===== src/rtl/aurora_rx_frame_parser_if.sv =====
// aurora_rx_frame_parser_if: payload stream leaving the RX frame parser.
// The master drives the word and its SOF/EOF marks; the slave drives out_ready.

interface aurora_rx_frame_parser_if;
  logic [31:0] out_data;
  logic        out_valid;
  logic        out_ready;
  logic        out_sof;
  logic        out_eof;

  modport master (
    output out_data,
    output out_valid,
    output out_sof,
    output out_eof,
    input  out_ready
  );

  modport slave (
    input  out_data,
    input  out_valid,
    input  out_sof,
    input  out_eof,
    output out_ready
  );
endinterface


===== src/rtl/aurora_rx_frame_parser.sv =====
// aurora_rx_frame_parser: delineates frames (sync header, payload, check trailer) in the
// 32-bit word stream read from the Aurora RX FIFO. It forwards the payload on a valid/ready
// stream with SOF/EOF marks, pulses frame_ok/frame_err and keeps saturating statistics.
// Define AURORA_FRAME_CHK_EN to build the XOR trailer check; without it every trailer is
// accepted and frame_err only flags an illegal length.

module aurora_rx_frame_parser #(
  parameter logic [15:0] SYNC_WORD = 16'hA5C3,
  parameter int unsigned MAX_LEN   = 1024,
  parameter int unsigned CNT_W     = 16
) (
  input  logic                            user_clk,
  input  logic                            rst_in,
  input  logic [31:0]                     fifo_dat_i,
  input  logic                            fifo_empty_i,
  output logic                            fifo_rd_o,
  aurora_rx_frame_parser_if.master        out_if,
  output logic                            frame_ok,
  output logic                            frame_err,
  output logic [CNT_W-1:0]                frame_cnt,
  output logic [CNT_W-1:0]                err_cnt,
  output logic [CNT_W-1:0]                drop_cnt
);

  typedef enum logic [1:0] {StHunt, StCheckLen, StPayload, StTrailer} state_e;

  localparam logic [CNT_W-1:0] CntOne = CNT_W'(1);

  state_e      state_q;
  logic [1:0]  occ_q;
  logic        rd_q;
  logic [31:0] skid0_q;
  logic [31:0] skid1_q;
  logic [15:0] rem_q;
  logic        first_q;
`ifdef AURORA_FRAME_CHK_EN
  logic [31:0] chk_q;
`endif

  logic        head_vld;
  logic        hs;
  logic        pop;
  logic        pay_vld;
  logic [2:0]  level;

  function automatic logic [CNT_W-1:0] sat_inc(input logic [CNT_W-1:0] v);
    return (&v) ? v : v + CntOne;
  endfunction

  // Head availability, word consumption and FIFO read credit.
  // The credit counts this cycle's pop so a full-rate stream never starves.
  always_comb begin
    head_vld  = (occ_q != 2'd0);
    hs        = (state_q == StPayload) && head_vld && out_if.out_ready;
    pop       = head_vld && ((state_q == StHunt) || (state_q == StTrailer) || hs);
    level     = {1'b0, occ_q} + {2'b00, rd_q} - {2'b00, pop};
    fifo_rd_o = ~rst_in & ~fifo_empty_i & (level < 3'd2);
  end

  // Payload stream is a direct view of the skid head; it holds until popped.
  always_comb begin
    pay_vld          = (state_q == StPayload) && head_vld;
    out_if.out_valid = pay_vld;
    out_if.out_data  = pay_vld ? skid0_q : '0;
    out_if.out_sof   = pay_vld & first_q;
    out_if.out_eof   = pay_vld & (rem_q == 16'd1);
  end

  // Remember a read issued last cycle; its data lands this cycle.
  always_ff @(posedge user_clk or posedge rst_in) begin
    if (rst_in) begin
      rd_q <= 1'b0;
    end else begin
      rd_q <= fifo_rd_o;
    end
  end

  // Two-entry skid buffer: skid0_q is the head, skid1_q the second entry.
  always_ff @(posedge user_clk or posedge rst_in) begin
    if (rst_in) begin
      occ_q   <= 2'd0;
      skid0_q <= '0;
      skid1_q <= '0;
    end else begin
      case ({rd_q, pop})
        2'b10: begin
          if (occ_q == 2'd0) begin
            skid0_q <= fifo_dat_i;
          end else begin
            skid1_q <= fifo_dat_i;
          end
          occ_q <= occ_q + 2'd1;
        end
        2'b01: begin
          skid0_q <= skid1_q;
          occ_q   <= occ_q - 2'd1;
        end
        2'b11: begin
          if (occ_q == 2'd1) begin
            skid0_q <= fifo_dat_i;
          end else begin
            skid0_q <= skid1_q;
            skid1_q <= fifo_dat_i;
          end
        end
        default: ;
      endcase
    end
  end

  // Frame FSM with registered result pulses and saturating statistics.
  always_ff @(posedge user_clk or posedge rst_in) begin
    if (rst_in) begin
      state_q   <= StHunt;
      rem_q     <= '0;
      first_q   <= 1'b0;
      frame_ok  <= 1'b0;
      frame_err <= 1'b0;
      frame_cnt <= '0;
      err_cnt   <= '0;
      drop_cnt  <= '0;
`ifdef AURORA_FRAME_CHK_EN
      chk_q     <= '0;
`endif
    end else begin
      frame_ok  <= 1'b0;
      frame_err <= 1'b0;
      case (state_q)
        StHunt: begin
          if (head_vld) begin
            if (skid0_q[31:16] == SYNC_WORD) begin
              rem_q   <= skid0_q[15:0];
`ifdef AURORA_FRAME_CHK_EN
              chk_q   <= skid0_q;
`endif
              state_q <= StCheckLen;
            end else begin
              drop_cnt <= sat_inc(drop_cnt);
            end
          end
        end
        StCheckLen: begin
          if (32'(rem_q) > MAX_LEN) begin
            frame_err <= 1'b1;
            err_cnt   <= sat_inc(err_cnt);
            state_q   <= StHunt;
          end else if (rem_q == 16'd0) begin
            state_q <= StTrailer;
          end else begin
            first_q <= 1'b1;
            state_q <= StPayload;
          end
        end
        StPayload: begin
          if (hs) begin
`ifdef AURORA_FRAME_CHK_EN
            chk_q   <= chk_q ^ skid0_q;
`endif
            first_q <= 1'b0;
            rem_q   <= rem_q - 16'd1;
            if (rem_q == 16'd1) begin
              state_q <= StTrailer;
            end
          end
        end
        StTrailer: begin
          if (head_vld) begin
`ifdef AURORA_FRAME_CHK_EN
            if (skid0_q == chk_q) begin
              frame_ok  <= 1'b1;
              frame_cnt <= sat_inc(frame_cnt);
            end else begin
              frame_err <= 1'b1;
              err_cnt   <= sat_inc(err_cnt);
            end
`else
            frame_ok  <= 1'b1;
            frame_cnt <= sat_inc(frame_cnt);
`endif
            state_q <= StHunt;
          end
        end
        default: state_q <= StHunt;
      endcase
    end
  end

endmodule


===== src/flat_wrapper.sv =====
// flat-port wrapper written by rule: the top's interface ports become plain ports
module aurora_rx_frame_parser_flat 
#(
  parameter logic [15:0] SYNC_WORD = 16'hA5C3,
  parameter int unsigned MAX_LEN   = 1024,
  parameter int unsigned CNT_W     = 16
)
  (user_clk, rst_in, fifo_dat_i, fifo_empty_i, fifo_rd_o, frame_ok, frame_err, frame_cnt, err_cnt, drop_cnt, out_if_out_data, out_if_out_valid, out_if_out_sof, out_if_out_eof, out_if_out_ready);
  aurora_rx_frame_parser_if out_if_i ();
  input  logic user_clk;
  input  logic rst_in;
  input  logic [31:0] fifo_dat_i;
  input  logic fifo_empty_i;
  output logic fifo_rd_o;
  output logic frame_ok;
  output logic frame_err;
  output logic [CNT_W-1:0] frame_cnt;
  output logic [CNT_W-1:0] err_cnt;
  output logic [CNT_W-1:0] drop_cnt;
  output wire logic [$bits(out_if_i.out_data)-1:0] out_if_out_data;
  output wire logic [$bits(out_if_i.out_valid)-1:0] out_if_out_valid;
  output wire logic [$bits(out_if_i.out_sof)-1:0] out_if_out_sof;
  output wire logic [$bits(out_if_i.out_eof)-1:0] out_if_out_eof;
  input wire logic [$bits(out_if_i.out_ready)-1:0] out_if_out_ready;
  assign out_if_out_data = out_if_i.out_data;
  assign out_if_out_valid = out_if_i.out_valid;
  assign out_if_out_sof = out_if_i.out_sof;
  assign out_if_out_eof = out_if_i.out_eof;
  assign out_if_i.out_ready = out_if_out_ready;
  aurora_rx_frame_parser #(.SYNC_WORD(SYNC_WORD), .MAX_LEN(MAX_LEN), .CNT_W(CNT_W)) u_core (.user_clk(user_clk), .rst_in(rst_in), .fifo_dat_i(fifo_dat_i), .fifo_empty_i(fifo_empty_i), .fifo_rd_o(fifo_rd_o), .out_if(out_if_i), .frame_ok(frame_ok), .frame_err(frame_err), .frame_cnt(frame_cnt), .err_cnt(err_cnt), .drop_cnt(drop_cnt));
endmodule

===== config.mk =====
export PLATFORM = sky130hd
export DESIGN_NAME = aurora_rx_frame_parser_flat
export DESIGN_NICKNAME = d
export VERILOG_FILES = /design/src/rtl/aurora_rx_frame_parser_if.sv /design/src/rtl/aurora_rx_frame_parser.sv /design/src/flat_wrapper.sv
export SDC_FILE = /design/constraint.sdc
export NUM_CORES = 1
export LEC_CHECK = 0
export CAP_MARGIN = 5
export CORE_ASPECT_RATIO = 0.75
export CORE_MARGIN = 2
export CORE_UTILIZATION = 57
export CTS_CLUSTER_DIAMETER = 40
export DETAILED_ROUTE_END_ITERATION = 12
export PLACE_DENSITY = 0.82
export SETUP_SLACK_MARGIN = 0.02
export SLEW_MARGIN = 20
export SYNTH_ARGS = -nofsm -noshare
export SYNTH_HDL_FRONTEND = slang
export SYNTH_SLANG_ARGS = --single-unit

===== constraint.sdc =====
create_clock -name user_clk -period 9.9 [get_ports user_clk]
set_input_delay 0.99 -clock user_clk [delete_from_list [all_inputs] [get_ports user_clk]]
set_output_delay 0.99 -clock user_clk [all_outputs]
set_load 0.03 [all_outputs]

==> out/summary.txt <==
CTS H-tree depth: 4
Mapped Cells: 644
ranking of synthesized cells by area: dfrtp_1 50%, mux2_2 5.9%, xnor2_1 4.0%, nand2_1 3.6%, a22oi_1 3.5%
Tot Pwr: 2640 uW
Tmin final: 5.22 ns
post-synth top area cell: dfrtp_1
unrepaired setup endpoints after global routing: false
Iter 0 DRT Violations: 335
period utilization: 52.8%
Layout Nets: 807
Main synth FF type: dfrtp_1
Synth top area share: 49.6%
power per cell area: 300 nW/um2
die area: 12900 um2
HP Class: register to register
Layout Utilization: 75.4%
Ports: 122
Post-Syn Area: 6860 um2
pre-CTS setup slack: 4.69 ns
Yosys warning total: 0
RD Place Congestion: 0.853
CP Launch Type: input pin
worst-margin pin slew: 0.800 ns
post-synthesis async set-or-reset flop share: 100%
Avg Inst Size Synth: 10.6 um2
Total GRT Usage: 25.9%
clock skew: 0.00661 ns
row count: 34
max frequency: 191 MHz
register area share after synthesis: 49.6%
CP max FO: 5
Fillers: 766
TritonCTS clock tree: done
Post-CTS Resized: 0
WP data arrival: 4.23 ns
Clock Tree Buf Depth: 2
final WL: 16200 um
number of synthesized flops with an enable pin: 0
Clock Latency Late Sink: 0.41 ns
vias in the first global route: 5308
cts hold-fix bufs: 0
post-route ant nets: 0
Distinct cells, synth: 56
Setup CP Type: input pin to output pin
# diodes: 0
CTS clock-pin slew for the worst setup and hold paths: 0.06 ns
pin count of the biggest net entering global routing: 81
setup TNS: 0 ns
CP Capture Type: output pin
first-pass GRT wire length: 26300 um
Synth-to-Final Area Change: 28.2%
max-capacitance violation count: 0
vias per cell: 5.83
layout cells sized above 1: 12.4%
Die Ht: 99.0 um
flops & latches, synth: 136
DR DRC count: 0
hpwl dp: 10900 um
Initial DRT Pass Iterations: 5
Hold Vio Cnt, Final: 0
PortBufs: 121
Root Buffer: clkbuf_16
Slew headroom: 45.3%
core area: 11700 um2
maximum VDD drop: 195 uV
CP required: 8.91 ns
post-route setup slack: 4.68 ns
gr ovfl total: 0
clock sink total: 136
post-CTS setup buffer count: 0
vias: 5401
syn nets: 697
Pleak: 0.00368 uW
die width: 131 um
Slew Limit Fails: 0
DP Area: 8160 um2
Final setup viols: 0
initial antenna violation count: 0
Starting Density: 58.8%
Inserted Clock Buffers: 17
status: completed
design area: 8790 um2
WL/cell: 17.4 um
## path summary, 6_finish.rpt
| check | end | startpoint | cells past startpoint | slack [ns] |
|---|---|---|---|---|
| setup reg to reg | u_core.skid0_q[6] | u_core.occ_q[1] | 9 | 6.81 |
| hold / removal | u_core.err_cnt[7] | u_core.err_cnt[7] | 1 | 0.49 |
| min in group asynchronous | u_core.skid1_q[23] | rst_in | 2 | 1.11 |
| setup / recovery | fifo_rd_o | out_if_out_ready | 9 | 4.68 |
| hold reg to reg | u_core.err_cnt[7] | u_core.err_cnt[7] | 1 | 0.49 |
| max in group asynchronous | u_core.rem_q[11] | rst_in | 3 | 7.66 |
## layer usage
layer	vias to the layer above	wire length [um]	track usage, %
li1	2527	-	-
met1	2689	7340	37.1
met2	168	7720	40.8
met3	17	932	5.21
met4	0	179	6.55
met5	-	0	0
## layout make-up
cell class              instances  area, um2  area share (%)
clock buffers                  18        439            5.00
clock inverters                12        176            2.01
inverters                      15       58.8           0.669
multi-input cells             458       3260            37.1
flip-flops and latches        136       3400            38.7
well taps                     162        203            2.31
repair buffers                126       1250            14.2
## worst max-delay path: stages
cell and delay, ns:
clkdlybuf4s50_1 0.51, nand2_1 0.10, a21oi_1 0.48, ha_1 0.33
nand2b_1 0.15, fa_1 0.38, xor2_1 0.15, nor4b_1 0.36
clkdlybuf4s50_1 0.78
## kinds of logic (layout without fill, tap and decap cells)
group	count (synthesis)	after routing	synth area share (%)
AO/OA/AOI/OAI	125	125	13.0
XOR/XNOR	46	46	5.88
adder cells (fa/ha/maj)	17	17	3.21
buffers and inverters	50	171	3.34
flip-flops	136	136	49.6
multiplexers	39	39	6.35
AND/OR/NAND/NOR	231	231	18.6
## cells in the mapped netlist, drive strengths merged, types with 16 or more instances
cell	count
mux2	36
a22oi	32
a21oi	16
clkbuf	28
nand3	20
nor2	22
o22a	22
ha	16
nand4	20
and2	37
nand2	65
xnor2	31
o21ai	38
dfrtp	136
## flip-flops by register name, summed over array words and instances, names as in the netlist, named ones only
signal and flops:
u_core.frame_cnt 16, u_core.rd_q 1, u_core.err_cnt 16, u_core.state_q 1, u_core.frame_err 1, u_core.occ_q 2, u_core.rem_q 16, u_core.first_q 1
u_core.skid0_q 32, u_core.frame_ok 1, u_core.drop_cnt 16, u_core.skid1_q 32
## stage by stage
stage | hold slack (ns) | std cells
floorplan | 0.455 | 644
global placement | 0.471 | 897
detailed placement | 0.481 | 897
CTS | 0.494 | 927
global route | 0.514 | 927
finish | 0.492 | 927
## report_power, final
| group | switching [uW] | internal [uW] | leakage, uW |
|---|---|---|---|
| Clock | 236 | 425 | 0.000298 |
| Combinational | 561 | 450 | 0.00167 |
| Sequential | 196 | 773 | 0.00171 |
| Total | 992 | 1650 | 0.00368 |
## layout by cell type (no fill, tap or decap), drive strengths merged, types with 7 or more instances in the layout
cell / netlist / final
nor2b: 8 / 8
a22oi: 32 / 32
clkdlybuf4s50: 0 / 121
nor2: 22 / 22
dfrtp: 136 / 136
nor3: 7 / 7
o22a: 22 / 22
clkbuf: 28 / 18
and2: 37 / 37
mux2: 36 / 36
nand3: 20 / 20
nand2: 65 / 65
a21oi: 16 / 16
and3: 13 / 13
ha: 16 / 16
xnor2: 31 / 31
o21ai: 38 / 38
inv: 15 / 16
xor2: 15 / 15
nand4: 20 / 20
(Power assumes the default switching activity.)
